File: config.mk
export PLATFORM = sky130hd
export DESIGN_NAME = demux16_frame_writer
export DESIGN_NICKNAME = d
export VERILOG_FILES = /design/src/rtl/demux16_frame_writer.sv
export SDC_FILE = /design/constraint.sdc
export NUM_CORES = 1
export LEC_CHECK = 0
export BUFFER_PORTS_ARGS = -buffer_cell sky130_fd_sc_hd__clkbuf_2
export CAP_MARGIN = 20
export CORE_MARGIN = 5
export CORE_UTILIZATION = 30
export DETAILED_ROUTE_END_ITERATION = 10
export PLACE_DENSITY = 0.6
export REMOVE_ABC_BUFFERS = 1
export SETUP_SLACK_MARGIN = 0.3
export SLEW_MARGIN = 20
export SYNTH_ARGS = -nofsm -noshare
export SYNTH_HDL_FRONTEND = slang
export SYNTH_SLANG_ARGS = --single-unit
File: constraint.sdc
create_clock -name clock -period 2 [get_ports clock]
set_clock_uncertainty 0.2 [all_clocks]
set_input_delay 0.2 -clock clock [delete_from_list [all_inputs] [get_ports clock]]
set_output_delay 0.2 -clock clock [all_outputs]
set_load 0.01 [all_outputs]
File: src/rtl/demux16_frame_writer.sv
// Strobed 16-lane receive bank: single-bit beats fill lanes, and the full bank
// is handed to the consumer as one frame through a valid/ready handshake.
module demux16_frame_writer #(
   parameter int unsigned LANES    = 16,
   parameter int unsigned SEL_W    = 4,
   parameter int unsigned AUTO_INC = 0
) (
   input  logic             clock,
   input  logic             reset,
   input  logic             clear,
   input  logic             in_valid,
   output logic             in_ready,
   input  logic [SEL_W-1:0] in_sel,
   input  logic             in_bit,
   input  logic             in_strobe_n,
   output logic             frame_valid,
   input  logic             frame_ready,
   output logic [LANES-1:0] frame_data,
   output logic [LANES-1:0] lane_mask,
   output logic             overwrite_err
);

   typedef enum logic {StFill, StHold} state_e;

   state_e             state_q, state_d;
   logic [LANES-1:0]   data_q, data_d;
   logic [LANES-1:0]   mask_q, mask_d;
   logic [SEL_W-1:0]   ptr_q, ptr_d;
   logic               err_q, err_d;
   logic [SEL_W-1:0]   lane;

   assign in_ready = (state_q == StFill) & ~clear & ~reset;
   assign lane     = (AUTO_INC != 0) ? ptr_q : in_sel;

   always_comb begin
      state_d = state_q;
      data_d  = data_q;
      mask_d  = mask_q;
      ptr_d   = ptr_q;
      err_d   = 1'b0;
      if (clear) begin
         state_d = StFill;
         data_d  = '1;
         mask_d  = '0;
         ptr_d   = '0;
      end else if (state_q == StHold) begin
         if (frame_ready) begin
            state_d = StFill;
            data_d  = '1;
            mask_d  = '0;
            ptr_d   = '0;
         end
      end else if (in_valid && !in_strobe_n) begin
         // in_ready is implied here: FILL, no clear, and reset wins in the register
         data_d[lane] = in_bit;
         mask_d[lane] = 1'b1;
         err_d        = mask_q[lane];
         ptr_d        = ptr_q + SEL_W'(1);
         if (&mask_d) begin
            state_d = StHold;
            ptr_d   = '0;
         end
      end
   end

   always_ff @(posedge clock) begin
      if (reset) begin
         state_q <= StFill;
         data_q  <= '1;
         mask_q  <= '0;
         ptr_q   <= '0;
         err_q   <= 1'b0;
      end else begin
         state_q <= state_d;
         data_q  <= data_d;
         mask_q  <= mask_d;
         ptr_q   <= ptr_d;
         err_q   <= err_d;
      end
   end

   assign frame_valid   = (state_q == StHold);
   assign frame_data    = data_q;
   assign lane_mask     = mask_q;
   assign overwrite_err = err_q;

endmodule

==> results.py <==
metrics = {
    "die": {
        "core_sq_um": 5170,
        "start_util_pct": 31.4,
        "num_rows": 26,
        "die-width_um": 83.6,
        "die_height_um": 83.6,
        "dieArea_sq_um": 6980,
        "pin_count": 46,
    },
    "clock_tree": {
        "clkTransAtPathRegs_ns": 0.07,
        "tritoncts": "done",
        "clock_path_buffers": 2,
        "h-tree-depth": 2,
        "cts_root_buf": "clkbuf_8",
        "clock_sinks": 34,
        "clock_latency_ns": 0.29,
        "cts_inserted_buffers": 5,
    },
    "placed_design": {
        "place_inst": 292,
        "gp_congestion": 0.815,
        "place_hpwl_mm": 3.48,
        "port_buffers": 45,
    },
    "setup_path": {
        "crit_slowest_cell": "mux4_2",
        "cp.buffers_inverters": 0,
        "worstPathRequired_ns": 1.98,
        "endpoint_kind": "register",
        "crit_family": "multiplexers",
        "worstReg2RegEnd": "overwrite_err",
        "crit_fanout": 4,
        "worstRegToRegCells": 3,
        "rrSetupSlack_ns": 0.29,
        "cp_data_arrival_time_ns": 1.70,
        "critPathLaunchType": "register",
        "max_stage_delay_ns": 0.46,
        "worstSetupPathType": "register to register",
        "r2r_start": "lane_mask[0]",
        "cp_common_cell": "mux4_2",
        "path_cells": "mux4_2 > mux4_2 > nor2b_4",
    },
    "sta": {
        "relSlewSlack_pct": 57.1,
        "finalSetupViolCount": 0,
        "fin_crit_ns": 1.71,
        "holdWs_ns": 0.0260,
        "hold_viol": 0,
        "rsz0062_at_grt": "true",
        "max_freq_ghz": 0.583,
        "finalCritPeriodShare_pct": 85.7,
        "tightestPinTransition_ns": 0.644,
        "finalMaxSlewViolations": 0,
    },
    "detailed_routing": {
        "drtPass1Iterations": 4,
        "detail-route-antenna-nets": 0,
        "num_vias": 1650,
        "drt_iter0_drc": 156,
        "drt_wl_total_mm": 4.91,
        "routedWlPerCell_um": 15.8,
        "viasPerCell": 5.32,
        "route.detailed.drc": 0,
    },
    "global_route": {
        "gr-total-overflow": 0,
        "grt_pass1_vias": 1551,
        "grt_pass1_wl_mm": 7.89,
        "grtUsageTotal_pct": 14.0,
        "grt_max_degree": 17,
        "antenna_found_initial": 0,
    },
    "logic_synthesis": {
        "synth_ff_type": "dfxtp_1",
        "ys_seq_area_share_pct": 41.9,
        "synthMuxAreaShare_pct": 9.71,
        "yosysTopAreaCellShare_pct": 41.9,
        "syn_area_sq_um": 1620,
        "synth_edf_count": 0,
        "synth_compound_area_share_pct": 24.9,
        "synth_top_cells_by_count": "34 x dfxtp_1, 20 x nor2_1, 15 x o21ai_0",
        "ys_types": 37,
        "avgSynthCellArea_sq_um": 9.12,
        "async_flop_share_pct": 0,
        "yosys.area_share.adder_pct": 0,
        "synth.most_common_cell": "dfxtp_1",
        "syn_inst": 178,
        "synth_simple_gate_area_share_pct": 18.9,
        "yosysWarningCount": 0,
        "yosys-top-cells-area": "dfxtp_1 42%, mux4_1 6.5%, o311ai_0 6.5%",
        "yosysTopAreaCell": "dfxtp_1",
        "yosys.area_share.xor_xnor_pct": 0,
        "ys_seq_elements": 34,
        "synth_top_family_by_area": "compound AO/OA/AOI/OAI gates",
    },
    "pwr": {
        "p_leak_nw": 0.893,
        "ir_drop_v": 0.000298,
        "power_density_nw_per_um2": 715,
    },
    "worst_hold_path": {
        "min_path_cells": 3,
        "worstHoldEndpoint": "frame_valid",
        "hp-class": "primary input to register",
        "hold_start": "frame_ready",
    },
    "finish": {
        "n_antenna_cell": 0,
        "fin_nets": 250,
        "drive_above_1_share_pct": 44.6,
        "area_delta_synth_final_pct": 38.4,
        "stdcell_count": 310,
    },
    "status": {
        "outcome": "completed",
    },
    "job": {
        "cap_violations": 0,
    },
}
==> per-layer routing <==
| layer | GRT usage, % | vias to the layer above | part of all wire, % |
|---|---|---|---|
| li1 | - | 803 | - |
| met1 | 19.0 | 775 | 47 |
| met2 | 21.3 | 64 | 44 |
| met3 | 3.26 | 8 | 7.2 |
| met4 | 5.70 | 0 | 1.9 |
| met5 | 0 | - | 0 |
==> layout make-up <==
cell class	instances	area, sq um
Sequential cell	34	716
Clock inverter	2	60.1
Fill cell	533	2930
Clock buffer	6	82.6
Timing Repair Buffer	68	400
Multi-Input combinational cell	128	892
Tap cell	70	87.6
Inverter	2	7.51
==> registers in the layout (all words and copies together) (netlist names) <==
register       count
frame_data        16
lane_mask         16
frame_valid        1
overwrite_err      1
==> layout by cell type, fill, tap and decap left out, types with 4 or more instances in the layout <==
master    netlist  layout
clkbuf_2        0      45
buf_4           0      22
nor2_1         20      18
dfxtp_1        34      18
nand2_1        13      13
a21oi_1        11      11
dfxtp_2         0      10
o21ai_0        15       9
o311ai_0       12       8
clkbuf_8        0       6
dfxtp_4         0       6
o21ai_1         0       5
a32oi_1         5       5
mux4_2          1       5
nor3_1          5       4
nor2b_1         4       4
nand2b_1        4       4
o311ai_1        0       4
a31oi_1         4       4
==> cell families after synthesis <==
family,Yosys count
AO/OA/AOI/OAI,59
buffers and inverters,16
flip-flops,34
multiplexers,8
AND/OR/NAND/NOR,61
==> worst min-delay path: stages <==
cell	delay, ns
clkbuf_2	0.10
inv_1	0.05
a32o_1	0.14
==> metrics by stage <==
| step | setup WS, ns | area (sq um) | setup TNS, ns | util (%) | power, mW |
|---|---|---|---|---|---|
| 2_1_floorplan | -0.171 | 1560 | -0.604 | - | 0.751 |
| 3_3_place_gp | 0.0997 | 1970 | 0 | 38.0 | 0.819 |
| 3_5_place_dp | 0.0715 | 1970 | 0 | 38.0 | 0.819 |
| 4_1_cts | 0.285 | 2190 | 0 | 42.4 | 1.62 |
| 5_1_grt | 0.256 | 2250 | 0 | 43.4 | 1.65 |
| 6_report | 0.286 | 2250 | 0 | 43.4 | 1.60 |
==> worst max path at each step <==
stage	depth (start not counted)	end	from	slack, ns
2_1_floorplan	5	frame_data[0]	frame_valid	-0.17
3_3_place_gp	4	overwrite_err	in_sel[0]	0.1
3_5_place_dp	4	overwrite_err	in_sel[0]	0.07
4_1_cts	3	overwrite_err	lane_mask[14]	0.29
5_1_grt	6	frame_data[3]	frame_valid	0.26
6_report	3	overwrite_err	lane_mask[0]	0.29
==> where the power goes <==
part | switching, mW | internal (mW)
combinational | 0.0851 | 0.0512
clock | 0.263 | 0.532
sequential | 0.00238 | 0.672
total | 0.350 | 1.25
==> timing repair <==
| item | 4_1_cts | 5_1_grt |
|---|---|---|
| hold buffers | 1 | 0 |
| resized for setup | 24 | 21 |
| endpoints found under the hold margin | 1 | 0 |
| gates cloned | 0 | 0 |
| buffers inserted | 7 | 2 |
| endpoints found under the setup margin | 20 | 23 |
| pin swaps | 1 | 2 |
No activity file was read; power rests on OpenSTA's default activity.
